<file path="config.mk">
export PLATFORM = sky130hd
export DESIGN_NAME = mem_access_stage
export DESIGN_NICKNAME = d
export VERILOG_FILES = /design/src/rtl/mem_stage_pkg.sv /design/src/rtl/mem_timeout_ctr.sv /design/src/rtl/mem_access_stage.sv
export SDC_FILE = /design/constraint.sdc
export NUM_CORES = 1
export LEC_CHECK = 0
export ABC_AREA = 0
export BUFFER_PORTS_ARGS = -buffer_cell sky130_fd_sc_hd__buf_2
export CORE_UTILIZATION = 40
export CTS_CLUSTER_DIAMETER = 150
export DETAILED_ROUTE_END_ITERATION = 8
export PLACE_DENSITY = 0.82
export SLEW_MARGIN = 20
export SYNTH_ARGS = -nofsm -noshare
export SYNTH_HDL_FRONTEND = slang
export SYNTH_SLANG_ARGS = --single-unit
</file>
<file path="constraint.sdc">
create_clock -name clk -period 2 [get_ports clk]
set_input_delay 0.4 -clock clk [delete_from_list [all_inputs] [get_ports clk]]
set_output_delay 0.4 -clock clk [all_outputs]
set_load 0.02 [all_outputs]
</file>
<file path="src/rtl/mem_stage_pkg.sv">
// Shared definitions for the memory access stage.
//  - FSM state encoding (IDLE/REQ/WAIT/DONE) as plain 2-bit constants.
//  - Fault-cause codes reserved for future status reporting.
//  - Helper that flags byte addresses beyond the data-memory window.
package mem_stage_pkg;

  localparam logic [1:0] StIdle = 2'd0;
  localparam logic [1:0] StReq  = 2'd1;
  localparam logic [1:0] StWait = 2'd2;
  localparam logic [1:0] StDone = 2'd3;

  typedef enum logic [1:0] {
    CauseMisalign = 2'd0,
    CauseRange    = 2'd1,
    CauseConflict = 2'd2,
    CauseTimeout  = 2'd3
  } fault_cause_e;

  // True when any byte-address bit above the word-address field is set.
  function automatic logic addr_out_of_range(input logic [31:0] addr, input int unsigned addr_w);
    return (addr >> (addr_w + 2)) != 32'd0;
  endfunction

endpackage

</file>
<file path="src/rtl/mem_timeout_ctr.sv">
// Access timeout counter.
//  clk     in  rising-edge clock
//  rst     in  synchronous active-low reset
//  clear   in  force count to zero (takes priority over enable)
//  enable  in  count one per cycle
//  expire  out high while enabled and the count has reached TIMEOUT-1
module mem_timeout_ctr #(
  parameter int unsigned TIMEOUT = 64
) (
  input  logic clk,
  input  logic rst,
  input  logic clear,
  input  logic enable,
  output logic expire
);

  localparam int unsigned CntW = $clog2(TIMEOUT);

  logic [CntW-1:0] count_q, count_d;

  always_comb begin
    count_d = count_q;
    if (clear) begin
      count_d = '0;
    end else if (enable) begin
      count_d = count_q + 1'b1;
    end
  end

  always_ff @(posedge clk) begin
    if (!rst) begin
      count_q <= '0;
    end else begin
      count_q <= count_d;
    end
  end

  assign expire = enable && (count_q == CntW'(TIMEOUT - 1));

endmodule

</file>
<file path="src/rtl/mem_access_stage.sv">
// Memory stage: runs execute's load/store on a handshaked, variable-latency data-memory port,
// stalling the core until the access finishes, and returns load data to execute.
//  clk, rst                   clock, synchronous active-low reset
//  ex_mem_read/ex_mem_write   request levels from execute (held while stalled)
//  ex_addr, ex_wdata          byte address and store data from execute
//  ex_rdata                   load data to execute (updated on load completion or fault)
//  stall                      freeze PC/pipeline this cycle
//  fault                      last access aborted (misaligned, out of range, conflict, timeout)
//  dmem_req/we/addr/wdata     request to data memory, zero while no request is active
//  dmem_ready                 memory accepts the request
//  dmem_rvalid/dmem_rdata     one-cycle read data return
module mem_access_stage
  import mem_stage_pkg::*;
#(
  parameter int unsigned ADDR_W  = 16,
  parameter int unsigned TIMEOUT = 64
) (
  input  logic              clk,
  input  logic              rst,
  input  logic              ex_mem_read,
  input  logic              ex_mem_write,
  input  logic [31:0]       ex_addr,
  input  logic [31:0]       ex_wdata,
  output logic [31:0]       ex_rdata,
  output logic              stall,
  output logic              fault,
  output logic              dmem_req,
  output logic              dmem_we,
  output logic [ADDR_W-1:0] dmem_addr,
  output logic [31:0]       dmem_wdata,
  input  logic              dmem_ready,
  input  logic              dmem_rvalid,
  input  logic [31:0]       dmem_rdata
);

  logic [1:0]        state_q, state_d;
  logic [ADDR_W-1:0] addr_q, addr_d;
  logic [31:0]       wdata_q, wdata_d;
  logic [31:0]       rdata_q, rdata_d;
  logic              we_q, we_d;
  logic              fault_q, fault_d;

  logic ex_req, bad_req, busy, timer_expire;

  assign ex_req  = ex_mem_read | ex_mem_write;
  assign bad_req = (ex_mem_read & ex_mem_write) | (ex_addr[1:0] != 2'b00)
                 | addr_out_of_range(ex_addr, ADDR_W);
  assign busy    = (state_q == StReq) | (state_q == StWait);

  // Counter runs only while on the bus and is cleared in every other state, so each
  // access starts with a fresh budget.
  mem_timeout_ctr #(
    .TIMEOUT (TIMEOUT)
  ) u_timeout (
    .clk    (clk),
    .rst    (rst),
    .clear  (!busy),
    .enable (busy),
    .expire (timer_expire)
  );

  always_comb begin
    state_d = state_q;
    addr_d  = addr_q;
    wdata_d = wdata_q;
    we_d    = we_q;
    rdata_d = rdata_q;
    fault_d = fault_q;
    unique case (state_q)
      StIdle: begin
        if (ex_req) begin
          if (bad_req) begin
            fault_d = 1'b1;
            rdata_d = '0;
            state_d = StDone;
          end else begin
            addr_d  = ex_addr[ADDR_W+1:2];
            wdata_d = ex_wdata;
            we_d    = ex_mem_write;
            fault_d = 1'b0;
            state_d = StReq;
          end
        end
      end
      StReq: begin
        // A completing handshake beats a timeout in the same cycle.
        if (dmem_ready && (we_q || dmem_rvalid)) begin
          if (!we_q) rdata_d = dmem_rdata;
          state_d = StDone;
        end else if (timer_expire) begin
          fault_d = 1'b1;
          rdata_d = '0;
          state_d = StDone;
        end else if (dmem_ready) begin
          state_d = StWait;
        end
      end
      StWait: begin
        if (dmem_rvalid) begin
          rdata_d = dmem_rdata;
          state_d = StDone;
        end else if (timer_expire) begin
          fault_d = 1'b1;
          rdata_d = '0;
          state_d = StDone;
        end
      end
      StDone: begin
        // One unstalled cycle; a request still visible here belongs to the finished access.
        state_d = StIdle;
      end
      default: state_d = StIdle;
    endcase
  end

  always_ff @(posedge clk) begin
    if (!rst) begin
      state_q <= StIdle;
      addr_q  <= '0;
      wdata_q <= '0;
      we_q    <= 1'b0;
      rdata_q <= '0;
      fault_q <= 1'b0;
    end else begin
      state_q <= state_d;
      addr_q  <= addr_d;
      wdata_q <= wdata_d;
      we_q    <= we_d;
      rdata_q <= rdata_d;
      fault_q <= fault_d;
    end
  end

  // Gated by rst so the core and memory see no activity while reset is held.
  assign dmem_req   = rst & (state_q == StReq);
  assign stall      = rst & (busy | ((state_q == StIdle) & ex_req));
  assign dmem_we    = dmem_req & we_q;
  assign dmem_addr  = dmem_req ? addr_q : '0;
  assign dmem_wdata = dmem_we ? wdata_q : '0;
  assign ex_rdata   = rdata_q;
  assign fault      = fault_q;

endmodule
</file>
==> flow_metrics.env <==
export IMPL_cts_sinks=90
export IMPL_grt_max_degree=50
export IMPL_core_area_um2=8680
export IMPL_slowest_delay_ps=340
export IMPL_fmax_mhz=502
export IMPL_grt_pass1_vias=3218
export IMPL_h_tree_depth=3
export IMPL_viasPerCell=5.09
export IMPL_area_growth_pct=48.3
export IMPL_synth_top_cell_by_area="dfxtp_1"
export IMPL_place_inst=691
export IMPL_drt_iter0_drc=134
export IMPL_place_ws_ps=-4.60
export IMPL_postLayoutCellArea_um2=5310
export IMPL_multi_input_area_um2=1740
export IMPL_postSynthNetCount=520
export IMPL_slew_violations=0
export IMPL_synth_main_ff_cell="dfxtp_1"
export IMPL_vias=3632
export IMPL_startpoint="state_q[1]"
export IMPL_synth_top_area_share=0.504
export IMPL_antenna_left=0
export IMPL_async_flop_share=0
export IMPL_slew_headroom=0.657
export IMPL_io_pins=186
export IMPL_die_y_um=96.6
export IMPL_clk_latency_ps=350
export IMPL_syn_area_um2=3580
export IMPL_crit_top_cell="buf_6"
export IMPL_ys_ff_latch=90
export IMPL_hold_viol_final=0
export IMPL_r2r_end="ex_rdata[4]"
export IMPL_crit_chain="inv_4 > ha_4 > and3_4 > buf_6 > and2_1 > buf_6"
export IMPL_io_buffers=185
export IMPL_grt_overflow=0
export IMPL_fin_tns_setup_ps=0
export IMPL_num_antenna_cells=0
export IMPL_pwr_density_cell_nw_per_um2=826
export IMPL_status="finished, final reports clean"
export IMPL_numCtsBuffers=9
export IMPL_routed_wl_um=10100
export IMPL_grtUsageTotal=0.191
export IMPL_setup_ws_ps=6.80
export IMPL_ff_latch_area_um2=1810
export IMPL_grt_pass1_wl_um=14100
export IMPL_hold_slack_ps=258
export IMPL_critPathRequiredTime_ps=1600
export IMPL_critPathMaxFanout=8
export IMPL_post_route_period_util=0.997
export IMPL_nets=707
export IMPL_cts_tree="done"
export IMPL_synth_edf_count=0
export IMPL_drt_pass1_iter_count=4
export IMPL_r2r_setup_slack_ps=100
export IMPL_hold_path_class="primary input to flip-flop"
export IMPL_drc_errors=0
export IMPL_die_x_um=96.6
export IMPL_antenna_found_initial=0
export IMPL_path_class="flip-flop to output pin"
export IMPL_rows=34
export IMPL_critPathCapture="dmem_wdata[21]"
export IMPL_layout_drive_gt1_share=0.444
export IMPL_grt_setup_unrepaired="yes"
export IMPL_rr_worst_depth=9
export IMPL_setup_viol=0
export IMPL_arrival_ps=1590
export IMPL_clk_pin_slew_ps=100
export IMPL_placed_cell_area_um2=4690
export IMPL_cts_buffer_depth=2
export IMPL_clockRootBuffer="clkbuf_8"
export IMPL_fillers=774
export IMPL_die_area_um2=9320
export IMPL_maxCapViolCount=0
export IMPL_yosys_warnings=0
export IMPL_start_util=0.412
export IMPL_cellLeakagePower_nw=2.42
export IMPL_min_period_ps=1990
export IMPL_power_mw=4.38
export IMPL_seq_area_frac_synth=0.504
export IMPL_irDropWorstVdd_mv=0.468
export IMPL_tightest_slew_ps=514
export IMPL_post_route_util=0.611
export IMPL_fin_worst_skew_ps=15.5
export IMPL_synth_avg_cell_area_um2=8.64
export IMPL_routedWlPerCell_um=14.2
export IMPL_gp_congestion=0.878
export IMPL_hpwl_um=6640
export IMPL_layout_cells_non_filler=714
export IMPL_r2r_start="state_q[1]"
export IMPL_crit_path_end_kind="output pin"
export IMPL_syn_inst=414
export IMPL_synth_cell_types=37
export IMPL_yosys_top_cells_area="dfxtp_1, nand2_1, a22o_1, a21oi_1, and2_1"
export IMPL_startpoint_type="flip-flop"
export IMPL_crit_slowest_cell="dfxtp_2"
==> layer usage <==
| layer | track usage | vias up | share of wire |
|---|---|---|---|
| met3 | 0.0376 | 6 | 0.050 |
| met1 | 0.222 | 1695 | 0.42 |
| met5 | 0 | - | 0 |
| li1 | - | 1784 | - |
| met4 | 0.0539 | 0 | 0.0078 |
| met2 | 0.352 | 147 | 0.52 |
==> cell type report <==
cell class,instances,area share
Sequential cell,90,0.341
Multi-Input combinational cell,290,0.329
Timing Repair Buffer,205,0.266
Tap cell,108,0.0255
Clock buffer,9,0.0233
Clock inverter,7,0.0113
Inverter,5,0.00448
==> cell usage after synthesis, types with 2 or more instances <==
library cell / count
ha_1: 4
nor3_1: 2
nand3_1: 5
or3_1: 2
buf_2: 14
a31oi_1: 2
inv_1: 4
nor2b_1: 3
a22o_1: 32
nor4_2: 2
clkbuf_1: 13
nor4_1: 2
and2_1: 33
a21oi_1: 52
nor2_1: 9
xnor2_1: 2
nand2_1: 104
xor2_1: 2
o22ai_1: 2
and3_1: 18
dfxtp_1: 90
buf_6: 2
==> sequential cells by signal (all words and copies together), names as in the netlist <==
signal	flops
addr_q	16
we_q	1
u_timeout.count_q	6
fault	1
state_q	2
ex_rdata	32
wdata_q	32
==> worst min path at each step <==
stage | start | end | slack, ps | depth (start not counted)
after global routing | dmem_rdata[25] | ex_rdata[25] | 230 | 2
after global placement | u_timeout.count_q[0] | u_timeout.count_q[0] | 430 | 1
after CTS | dmem_rdata[22] | ex_rdata[22] | 230 | 2
after detailed placement | addr_q[6] | addr_q[6] | 440 | 2
final | dmem_rdata[22] | ex_rdata[22] | 260 | 2
after floorplan | u_timeout.count_q[0] | u_timeout.count_q[0] | 420 | 1
==> critical path, delay by kind of cell (launching register included) <==
| kind | cells | cell delay, ps |
|---|---|---|
| adders and majority gates | 1 | 140 |
| buffers and inverters | 3 | 360 |
| DFF | 1 | 340 |
| and+or+nand+nor | 2 | 410 |
==> power by group <==
group	switching, mW	leakage, nW	internal (mW)
combinational	0.713	1.61	0.538
sequential	0.0736	0.727	1.90
clock	0.682	0.0844	0.471
==> what timing repair did <==
action,4_1_cts,5_1_grt
gates cloned,0,3
pin swaps,0,16
endpoints found under the setup margin,49,47
setup buffers,4,1
gates resized for setup,19,93
hold buffers,0,0
==> cell families (layout without fill, tap and decap cells) <==
group | after synthesis | count (layout) | synth area share
compound gates | 98 | 98 | 0.182
flops | 90 | 90 | 0.504
fa+ha+maj | 4 | 4 | 0.0140
xor+xnor | 4 | 4 | 0.00980
simple gates | 184 | 184 | 0.246
buf+inv | 34 | 226 | 0.0448
==> placed cells by master, fill, tap and decap left out, drive strengths merged, types with 3 or more instances in the layout <==
cell type	instances
nor3	3
a22o	32
nand3	6
nor2b	3
clkinvlp	3
dfxtp	90
nand2	104
ha	4
and3	18
inv	8
and2	33
nor4	4
a21oi	52
clkbuf	11
nor2	9
buf	203
(Power assumes the default switching activity.)
